--- src/rtl/core_ctrl_hazard.sv ---
// ============================================================================
// Module  : core_ctrl_hazard
// Brief   : 5-stage pipeline control - redirect arbitration, load-use and
//           memory-wait stalls, per-stage stall/flush, perf counters.
// Revision: 1.0
// ============================================================================
`default_nettype none

module core_ctrl_hazard #(
  parameter int XLEN      = 32,
  parameter int NUM_REDIR = 2,
  parameter int CNT_W     = 32
) (
  input  logic                      clk,
  input  logic                      rst_sync,
  input  logic [NUM_REDIR-1:0]      redir_valid,
  input  logic [NUM_REDIR*XLEN-1:0] redir_addr,
  input  logic                      mem_busy,
  input  logic [4:0]                id_rs1,
  input  logic [4:0]                id_rs2,
  input  logic                      id_rs1_used,
  input  logic                      id_rs2_used,
  input  logic                      ex_is_load,
  input  logic [4:0]                ex_rd,
  input  logic                      perf_clr,
  output logic                      jump,
  output logic [XLEN-1:0]           jump_addr,
  output logic [4:0]                stall,
  output logic [4:0]                flush,
  output logic                      redir_pending,
  output logic [CNT_W-1:0]          perf_stall_cnt,
  output logic [CNT_W-1:0]          perf_flush_cnt
);

  localparam int IDX_W = (NUM_REDIR > 1) ? $clog2(NUM_REDIR) : 1;

  typedef enum logic [0:0] {
    ST_RUN  = 1'b0,
    ST_HELD = 1'b1
  } state_t;

  state_t            r_state;
  state_t            w_state_nxt;
  logic [IDX_W-1:0]  r_pend_idx;
  logic [IDX_W-1:0]  w_pend_idx_nxt;
  logic [XLEN-1:0]   r_pend_addr;
  logic [XLEN-1:0]   w_pend_addr_nxt;

  logic              w_live_any;
  logic [IDX_W-1:0]  w_live_idx;
  logic [XLEN-1:0]   w_live_addr;
  logic              w_pending;
  logic              w_hazard;
  logic              w_jump;
  logic [XLEN-1:0]   w_jump_addr;
  logic [4:0]        w_stall;
  logic [4:0]        w_flush;

  logic [CNT_W-1:0]  r_stall_cnt;
  logic [CNT_W-1:0]  r_flush_cnt;

  // Scan from the highest index down so the lowest valid index is left last.
  always_comb begin
    w_live_any  = 1'b0;
    w_live_idx  = '0;
    w_live_addr = '0;
    for (int i = NUM_REDIR - 1; i >= 0; i--) begin
      if (redir_valid[i]) begin
        w_live_any  = 1'b1;
        w_live_idx  = IDX_W'(i);
        w_live_addr = redir_addr[i*XLEN +: XLEN];
      end
    end
  end

  assign w_pending = (r_state == ST_HELD);

  assign w_hazard = ex_is_load && (ex_rd != 5'd0) &&
                    ((id_rs1_used && (id_rs1 == ex_rd)) ||
                     (id_rs2_used && (id_rs2 == ex_rd)));

  always_ff @(posedge clk or posedge rst_sync) begin
    if (rst_sync) begin
      r_state     <= ST_RUN;
      r_pend_idx  <= '0;
      r_pend_addr <= '0;
    end else begin
      r_state     <= w_state_nxt;
      r_pend_idx  <= w_pend_idx_nxt;
      r_pend_addr <= w_pend_addr_nxt;
    end
  end

  always_comb begin
    w_state_nxt     = r_state;
    w_pend_idx_nxt  = r_pend_idx;
    w_pend_addr_nxt = r_pend_addr;
    w_jump          = 1'b0;
    w_jump_addr     = '0;
    w_stall         = 5'b00000;
    w_flush         = 5'b00000;
    if (mem_busy) begin
      w_stall = 5'b11111;
      // A higher-priority live request replaces whatever is already held.
      if (w_live_any && (!w_pending || (w_live_idx < r_pend_idx))) begin
        w_state_nxt     = ST_HELD;
        w_pend_idx_nxt  = w_live_idx;
        w_pend_addr_nxt = w_live_addr;
      end
    end else if (w_pending || w_live_any) begin
      w_jump      = 1'b1;
      w_flush     = 5'b00111;
      w_state_nxt = ST_RUN;
      if (w_pending && (!w_live_any || (r_pend_idx <= w_live_idx)))
        w_jump_addr = r_pend_addr;
      else
        w_jump_addr = w_live_addr;
    end else if (w_hazard) begin
      w_stall = 5'b00011;
      w_flush = 5'b00100;
    end
  end

  always_ff @(posedge clk or posedge rst_sync) begin
    if (rst_sync) begin
      r_stall_cnt <= '0;
      r_flush_cnt <= '0;
    end else if (perf_clr) begin
      r_stall_cnt <= '0;
      r_flush_cnt <= '0;
    end else begin
      if ((w_stall != 5'b00000) && (r_stall_cnt != {CNT_W{1'b1}}))
        r_stall_cnt <= r_stall_cnt + CNT_W'(1);
      if (w_jump && (r_flush_cnt != {CNT_W{1'b1}}))
        r_flush_cnt <= r_flush_cnt + CNT_W'(1);
    end
  end

  assign jump           = w_jump & ~rst_sync;
  assign jump_addr      = rst_sync ? '0 : w_jump_addr;
  assign stall          = rst_sync ? 5'b00000 : w_stall;
  assign flush          = rst_sync ? 5'b00000 : w_flush;
  assign redir_pending  = w_pending;
  assign perf_stall_cnt = r_stall_cnt;
  assign perf_flush_cnt = r_flush_cnt;

endmodule

`default_nettype wire
--- config.mk ---
export PLATFORM = sky130hd
export DESIGN_NAME = core_ctrl_hazard
export DESIGN_NICKNAME = d
export VERILOG_FILES = /design/src/rtl/core_ctrl_hazard.sv
export SDC_FILE = /design/constraint.sdc
export NUM_CORES = 1
export LEC_CHECK = 0
export ABC_AREA = 1
export CORE_MARGIN = 4
export CORE_UTILIZATION = 38
export DETAILED_ROUTE_END_ITERATION = 8
export PLACE_DENSITY = 0.68
export SLEW_MARGIN = 40
export SYNTH_ARGS = -nofsm -noshare
export SYNTH_HDL_FRONTEND = slang
export SYNTH_SLANG_ARGS = --single-unit
--- constraint.sdc ---
create_clock -name clk -period 15 [get_ports clk]
set_clock_uncertainty 0.2 [all_clocks]
set_input_delay 3.75 -clock clk [delete_from_list [all_inputs] [get_ports clk]]
set_output_delay 3.75 -clock clk [all_outputs]
set_load 0.02 [all_outputs]
### Yosys cells after proc, flatten, opt, wreduce, memory -nomap -nowiden

Index checks and enable logic that the tools add are counted.

* input bits: 88
* output and inout port bits: 108
* word-level logic and storage cells: 63
* register bits: 98

* reduce and logical (&&, ||, !) cells: 21
* $add $sub $neg: 2
* bitwise gates (word level): 2
* magnitude comparators: 2
* multiplexer cells: 26
* equal/unequal tests: 5

Operators by type and width (count)
* 32-bit two-way mux: 10
* 32-bit by 1-bit adder with 32-bit output, second input constant: 2
* 32-bit inequality test, second input constant: 2
* 5-bit two-way mux: 3
* 5-bit == test: 2
* 5-bit nonzero test: 2
* 3-bit two-way mux: 3
* 1-bit logical AND: 8
* 1-bit two-way mux: 8
* 2-bit nonzero test: 3
* 1-bit logical OR: 4
* 2-bit two-way mux: 2
* 2-bit AND reduction: 2
* 1-bit logical NOT: 2
* 2-bit by 1-bit inequality test with 1-bit output, second input constant: 1
* 1-bit AND: 1
* 1-bit <= comparator: 1
* 1-bit less-than comparator: 1
* 1-bit NOT: 1

### Depth between registers and ports, before layout

Gate-level depths: netlist of the first run.

* depth after elaboration: 11
* mapped depth: 12
* gate-level depth less buffers: 12

### Least setup slack after synthesis of the first run

OpenSTA, ideal clock, no wires.

* kind: input to output
* from: input rst_sync
* to: output flush[2]
* path buffers: 0
* path slack: 4.746 ns
* cell stages on the path: 3
* arrival time: 6.304 ns
* required time: 11.050 ns
* cells stage by stage: inv_1 nand4_1 o21ai_0

* cells in the longest elaborated chain, start to end: 1

RTL lines
* from (decl): RTL line 15 `input logic rst_sync,`
* 5-bit two-way mux: RTL line 142 `assign flush = rst_sync ? 5'b00000 : w_flush;`
* to (decl): RTL line 29 `output logic [4:0] flush,`

No other way between the ends.

### Final worst setup path of the first run

* from: input redir_valid[0]
* to: output jump_addr[23]

* cells in the longest elaborated chain, start to end: 8
* elaborated cells on any way between the ends: 12
* classes of those cells: order compare: 1; mux: 7; reduce/logical: 4

RTL lines
* from (decl): RTL line 16 `input logic [NUM_REDIR-1:0] redir_valid,`
* 1-bit two-way mux: RTL line 68 `if (redir_valid[i]) begin`
* 1-bit <= comparator / 1-bit logical NOT (equally long branches): RTL line 114 `if (w_pending && (!w_live_any || (r_pend_idx <= w_live_idx)))`
* 1-bit logical OR: RTL line 114
* 1-bit logical AND: RTL line 114
* 32-bit two-way mux: RTL line 114
* 32-bit two-way mux *: RTL line 110 `end else if (w_pending || w_live_any) begin`
* 32-bit two-way mux *: RTL line 102 `if (mem_busy) begin`
* 32-bit two-way mux *: RTL line 140 `assign jump_addr = rst_sync ? '0 : w_jump_addr;`
* to (decl): RTL line 27 `output logic [XLEN-1:0] jump_addr,`

Every way passes the cells marked *; elsewhere a longest branch is shown, timed or not.

==> impl_results.md, run 1 <==
- Post-layout min period: 10.65 ns
- Clock transition at the registers of the reported paths: 0.06 ns
- GR Overflow Total: 0
- Yosys top cell by area: dfrtp_1
- Register area share after synthesis: 36.6%
- Worst-Skew Late Latency: 0.35 ns
- Share of the core filled with cells: 52.3%
- Vias in the first global route: 6627
- Outcome: finished, final reports clean
- Gr usage total: 20.8%
- Hold_buf cts: 0
- Maximum vdd drop: 0.0568 mV
- XOR/XNOR share of the synthesized area: 2.36%
- CTS tree: yes
- Post-detailed-route wirelength per cell: 15.1 µm
- Initial Utilization: 38.7%
- Cell variety after synth: 33
- RSZ-0062 raised after global routing: no
- Crit path kind: in -> out
- Synth Cell Area: 0.00669 mm²
- Max Fclk: 93.9 MHz
- Crit share post-route: 71.0%
- Port Buf Inserts: 193
- CTS H-tree depth: 3
- Slew headroom: 56.7%
- P per Cell Area: 73.0 mW/mm²
- Synthesized instance count: 1007
- Io pins: 196
- Clock Tree Root: clkbuf_16
- RD Place Congestion: 0.884
- Dpl hpwl: 15.6 mm
- Post-route cell area: 0.00904 mm²
- Worst-Margin Slew: 0.648 ns
- Setup crit start kind: input port
- EDFF count, synth: 0
- Post-Place Setup Slack: 4.32 ns
- Synth cell count leaders: nand2_1 (286), inv_1 (106), dfrtp_1 (98), nor2_1 (97), o21ai_0 (86)
- Post-route ant nets: 0
- Slew Viols, Final: 0
- Async SR Flop Fraction: 100%
- Vias per cell: 5.11
- Hold_ws: 0.286 ns
- Post-synthesis mux area share: 0%
- Fraction of layout cells with a size suffix above 1: 4.28%
- Largest family of logic cells by synthesized area: simple AND/OR/NAND/NOR gates
- Crit. End Element: output port
- First-pass GRT wire length: 33.9 mm
- Worst-path maximum fanout: 35
- ANT cells: 0
- Number of DRC markers in iteration 0: 536
- Routed WL: 21.0 mm
- CP required: 11.05 ns
- First-pass DRT Iterations: 5
- Area growth syn-to-layout: 35.1%
- Max Cap Viol: 0
- Most used DFF post-synth: dfrtp_1
- DIE AREA: 0.0198 mm²
- Finish-stage setup viols: 0
- Die X: 141 µm
- Final WS setup: 4.35 ns
- Largest net degree at the start of global routing: 79
- Die Y: 141 µm
- Syn avg cell area: 6.64 µm²
- CTS max path bufs: 2
- Filler Cells Inserted: 1737
- Leakage: 3.91 nW
- Synth top area cells: dfrtp_1 (37%), nand2_1 (16%), o21ai_0 (6.4%)
- Most numerous cell in the Yosys netlist: nand2_1
- # rows: 48
- Worst min path class: reg -> reg
- Setup slack, reg-to-reg: 12.28 ns
- Antenna violations before repair: 0
- Yosys Warn Count: 0
- TritonCTS Sinks: 98
- Top-area cell type share of the netlist area: 36.6%
- Total Nets Final: 1254
- Post-synthesis adder-cell area fraction: 0.374%
- Post-CTS sizing: 0
- Final Hold Viols: 0
- CTS Buf Count: 9
- Complex-gate fraction of the synthesized area: 14.8%
- Via count: 7120
- Area share of and/or/nand/nor cells after synthesis: 35.4%
- CP arrival: 6.70 ns
- Drt drc: 0
- Post-CTS Setup Repair Bufs: 0
- Post-synthesis register bit count: 98
- Core area: 0.0173 mm²
- Final TNS setup: 0 ns
- Post-place instance area: 0.00872 mm²
==> per-stage QoR <==
step                std cells  total power, mW
finish                   1394            0.660
global route             1394            0.691
CTS                      1394            0.666
detailed placement       1378            0.411
global placement         1378            0.409
floorplan                1008            0.358
==> placed cells by master, fill, tap and decap left out, types with 3 or more instances in the layout <==
cell type / Yosys / final
a21o_1: 3 / 3
a21oi_1: 35 / 35
a22oi_1: 32 / 32
buf_4: 13 / 5
clkbuf_16: 0 / 9
clkdlybuf4s50_1: 0 / 193
dfrtp_1: 98 / 98
inv_1: 106 / 103
inv_2: 5 / 7
nand2_1: 286 / 286
nand2_2: 3 / 3
nand3_1: 82 / 81
nand4_1: 48 / 48
nor2_1: 97 / 96
nor3_1: 26 / 26
o21ai_0: 86 / 86
o21ai_1: 7 / 6
o21ai_2: 8 / 8
xnor2_1: 8 / 8
xor2_1: 10 / 10
==> flip-flops by register name, indices dropped and copies added (netlist names) <==
register        flops
perf_flush_cnt     32
r_pend_addr        32
redir_pending       1
perf_stall_cnt     32
r_pend_idx          1
==> critical path, stage by stage <==
cell and delay, ns:
clkdlybuf4s50_1 0.45, buf_4 0.33, nor2_1 0.15, inv_1 0.14, nor2_1 0.09, nor2_2 0.17
inv_1 0.10, nor2_4 0.51, o21ai_0 0.19, a21oi_1 0.18, clkdlybuf4s50_1 0.62
==> final cells by class <==
cell class | instances | area (µm²) | share of cell area [%]
well taps | 225 | 282 | 3.11
repair buffers | 199 | 1980 | 21.9
multi-input cells | 744 | 3580 | 39.6
inverters | 112 | 425 | 4.71
clock inverters | 5 | 77.6 | 0.858
clock buffers | 11 | 243 | 2.68
flip-flops and latches | 98 | 2450 | 27.1
==> per-layer routing <==
metal / vias up / GRT usage [%] / part of all wire (%)
li1: 3619 / - / -
met2: 196 / 34.6 / 48
met3: 21 / 3.05 / 4.7
met1: 3284 / 28.3 / 46
met4: 0 / 5.61 / 1.6
met5: - / 0 / 0
==> kinds of logic (layout without fill, tap and decap cells) <==
logic type,Yosys count,in the layout
other,1,2
flip-flops,98,98
AO/OA/AOI/OAI,173,173
AND/OR/NAND/NOR,549,549
buffers and inverters,166,327
adder cells (fa/ha/maj),2,2
XOR/XNOR,18,18
==> final timing paths <==
kind,startpoint,to,cells after the start
min,r_pend_addr[21],r_pend_addr[21],2
min reg2reg,r_pend_addr[21],r_pend_addr[21],2
max reg2reg,perf_flush_cnt[0],perf_flush_cnt[19],11
max,redir_valid[0],jump_addr[23],11
min in group asynchronous,rst_sync,perf_stall_cnt[12],2
max in group asynchronous,rst_sync,perf_flush_cnt[26],3
==> power breakdown <==
| part | leakage (nW) | internal, mW | switching [mW] | total, mW |
|---|---|---|---|---|
| Clock | 0.156 | 0.150 | 0.104 | 0.255 |
| Combinational | 2.43 | 0.0495 | 0.0639 | 0.113 |
| Sequential | 1.33 | 0.281 | 0.0104 | 0.291 |
Power figures use the tool's default switching activity.
==> run 2, diff against run 1 <==
- PLACE_DENSITY: 0.68 -> 0.71
- clock period: 15 -> 9.6 ns (I/O delays scaled with it)
==> run 2 against run 1 <==
Against the previous run: combinational power increased by 59%; core utilization about the same; first-iteration DRC count increased by 15%; highest routed layer unchanged; flip-flop and latch count unchanged; largest cell class unchanged.
==> impl_results.md, run 2 (same netlist as run 1, synthesis figures left out) <==
- Outcome: finished, final reports clean
- CP arrival: 5.39 ns
- Worst-Skew Late Latency: 0.35 ns
- P per Cell Area: 111 mW/mm²
- # rows: 48
- Max Fclk: 125 MHz
- Area growth syn-to-layout: 35.0%
- Post-route cell area: 0.00903 mm²
- Drt drc: 0
- Via count: 7210
- GR Overflow Total: 0
- Die Y: 141 µm
- Slew Viols, Final: 0
- Post-place instance area: 0.00874 mm²
- Clock Tree Root: clkbuf_16
- Maximum vdd drop: 0.0889 mV
- RSZ-0062 raised after global routing: no
- Io pins: 196
- Post-route ant nets: 0
- Crit. End Element: output port
- Clock transition at the registers of the reported paths: 0.07 ns
- DIE AREA: 0.0198 mm²
- Hold_ws: 0.288 ns
- Gr usage total: 21.2%
- Dpl hpwl: 15.7 mm
- Vias in the first global route: 6900
- CTS max path bufs: 2
- Antenna violations before repair: 0
- Crit path kind: in -> out
- Leakage: 3.91 nW
- Post-detailed-route wirelength per cell: 15.2 µm
- CTS H-tree depth: 3
- Final TNS setup: 0 ns
- Slew headroom: 52.0%
- Vias per cell: 5.17
- RD Place Congestion: 0.892
- Initial Utilization: 38.7%
- Post-layout min period: 7.99 ns
- Total Nets Final: 1255
- CTS Buf Count: 9
- Fraction of layout cells with a size suffix above 1: 4.36%
- Max Cap Viol: 0
- Worst-Margin Slew: 0.721 ns
- Crit share post-route: 83.2%
- Port Buf Inserts: 193
- CP required: 7.00 ns
- First-pass GRT wire length: 34.8 mm
- Share of the core filled with cells: 52.2%
- Commonest non-fill, non-tap cell in the layout: nand2_1
- Final Hold Viols: 0
- Leading cell types in the layout, fill and taps excluded: nand2_1 (286), clkdlybuf4s50_1 (193), inv_1 (103)
- Core area: 0.0173 mm²
- First-pass DRT Iterations: 7
- Routed WL: 21.3 mm
- Hold_buf cts: 0
- ANT cells: 0
- Finish-stage setup viols: 0
- Largest net degree at the start of global routing: 67
- Setup crit start kind: input port
- CTS tree: yes
- Worst min path class: reg -> reg
- Die X: 141 µm
- Worst-path maximum fanout: 35
- Post-CTS sizing: 0
- TritonCTS Sinks: 98
- Post-CTS Setup Repair Bufs: 0
- Number of DRC markers in iteration 0: 617
==> run 2: cell count changes in the layout (fill, tap and decap cells not counted), sizes merged <==
cell | previous run | this run
clkbuf | 12 | 10
clkinvlp | 1 | 2
clkinv | 2 | 3
buf | 5 | 7
bufinv | 2 | 1
==> run 2: report_power, final <==
group          switching [mW]  leakage [nW]  internal, mW
clock network           0.164         0.139         0.203
logic                   0.101          2.44        0.0788
registers              0.0171          1.33         0.439
total                   0.282          3.91         0.721
==> run 2: final timing paths <==
path                                   start                 end  slack (ns)  depth (start not counted)
max                           redir_valid[0]        jump_addr[2]        1.61                         11
min                          r_pend_addr[20]     r_pend_addr[20]        0.29                          2
max reg2reg                perf_flush_cnt[0]  perf_flush_cnt[19]        6.79                         11
min reg2reg                  r_pend_addr[20]     r_pend_addr[20]        0.29                          2
max in group asynchronous           rst_sync   perf_flush_cnt[9]        5.64                          3
min in group asynchronous           rst_sync      r_pend_addr[1]        2.43                          2
==> run 2: cell type report <==
type	instances	area (µm²)
fillers	1761	8260
multi-input cells	744	3580
flip-flops and latches	98	2450
repair buffers	200	2000
inverters	112	425
well taps	225	282
clock buffers	10	229
clock inverters	6	67.6
==> run 2: stage by stage <==
stage	setup WS, ns	total power, mW	cells
after global routing	1.33	1.05	1395
after detailed placement	1.62	0.645	1379
after global placement	1.49	0.639	1377
after CTS	1.61	1.02	1395
after floorplan	2.05	0.559	1008
final	1.61	1.00	1395
==> run 2: worst max-delay path, stage by stage <==
cell and delay (ns):
clkdlybuf4s50_1 0.45, buf_4 0.33, nor2_1 0.15, inv_1 0.14, nor2_1 0.09, nor2_2 0.17
inv_1 0.11, nor2_4 0.50, o21ai_0 0.20, a21oi_1 0.20, clkdlybuf4s50_1 0.63
==> run 2: layer usage <==
layer | GRT usage, % | part of all wire [%] | vias up
met1 | 28.1 | 44 | 3314
met5 | 0 | 0 | -
met3 | 3.36 | 5.7 | 35
met2 | 35.8 | 48 | 232
met4 | 6.22 | 2.1 | 0
li1 | - | - | 3629
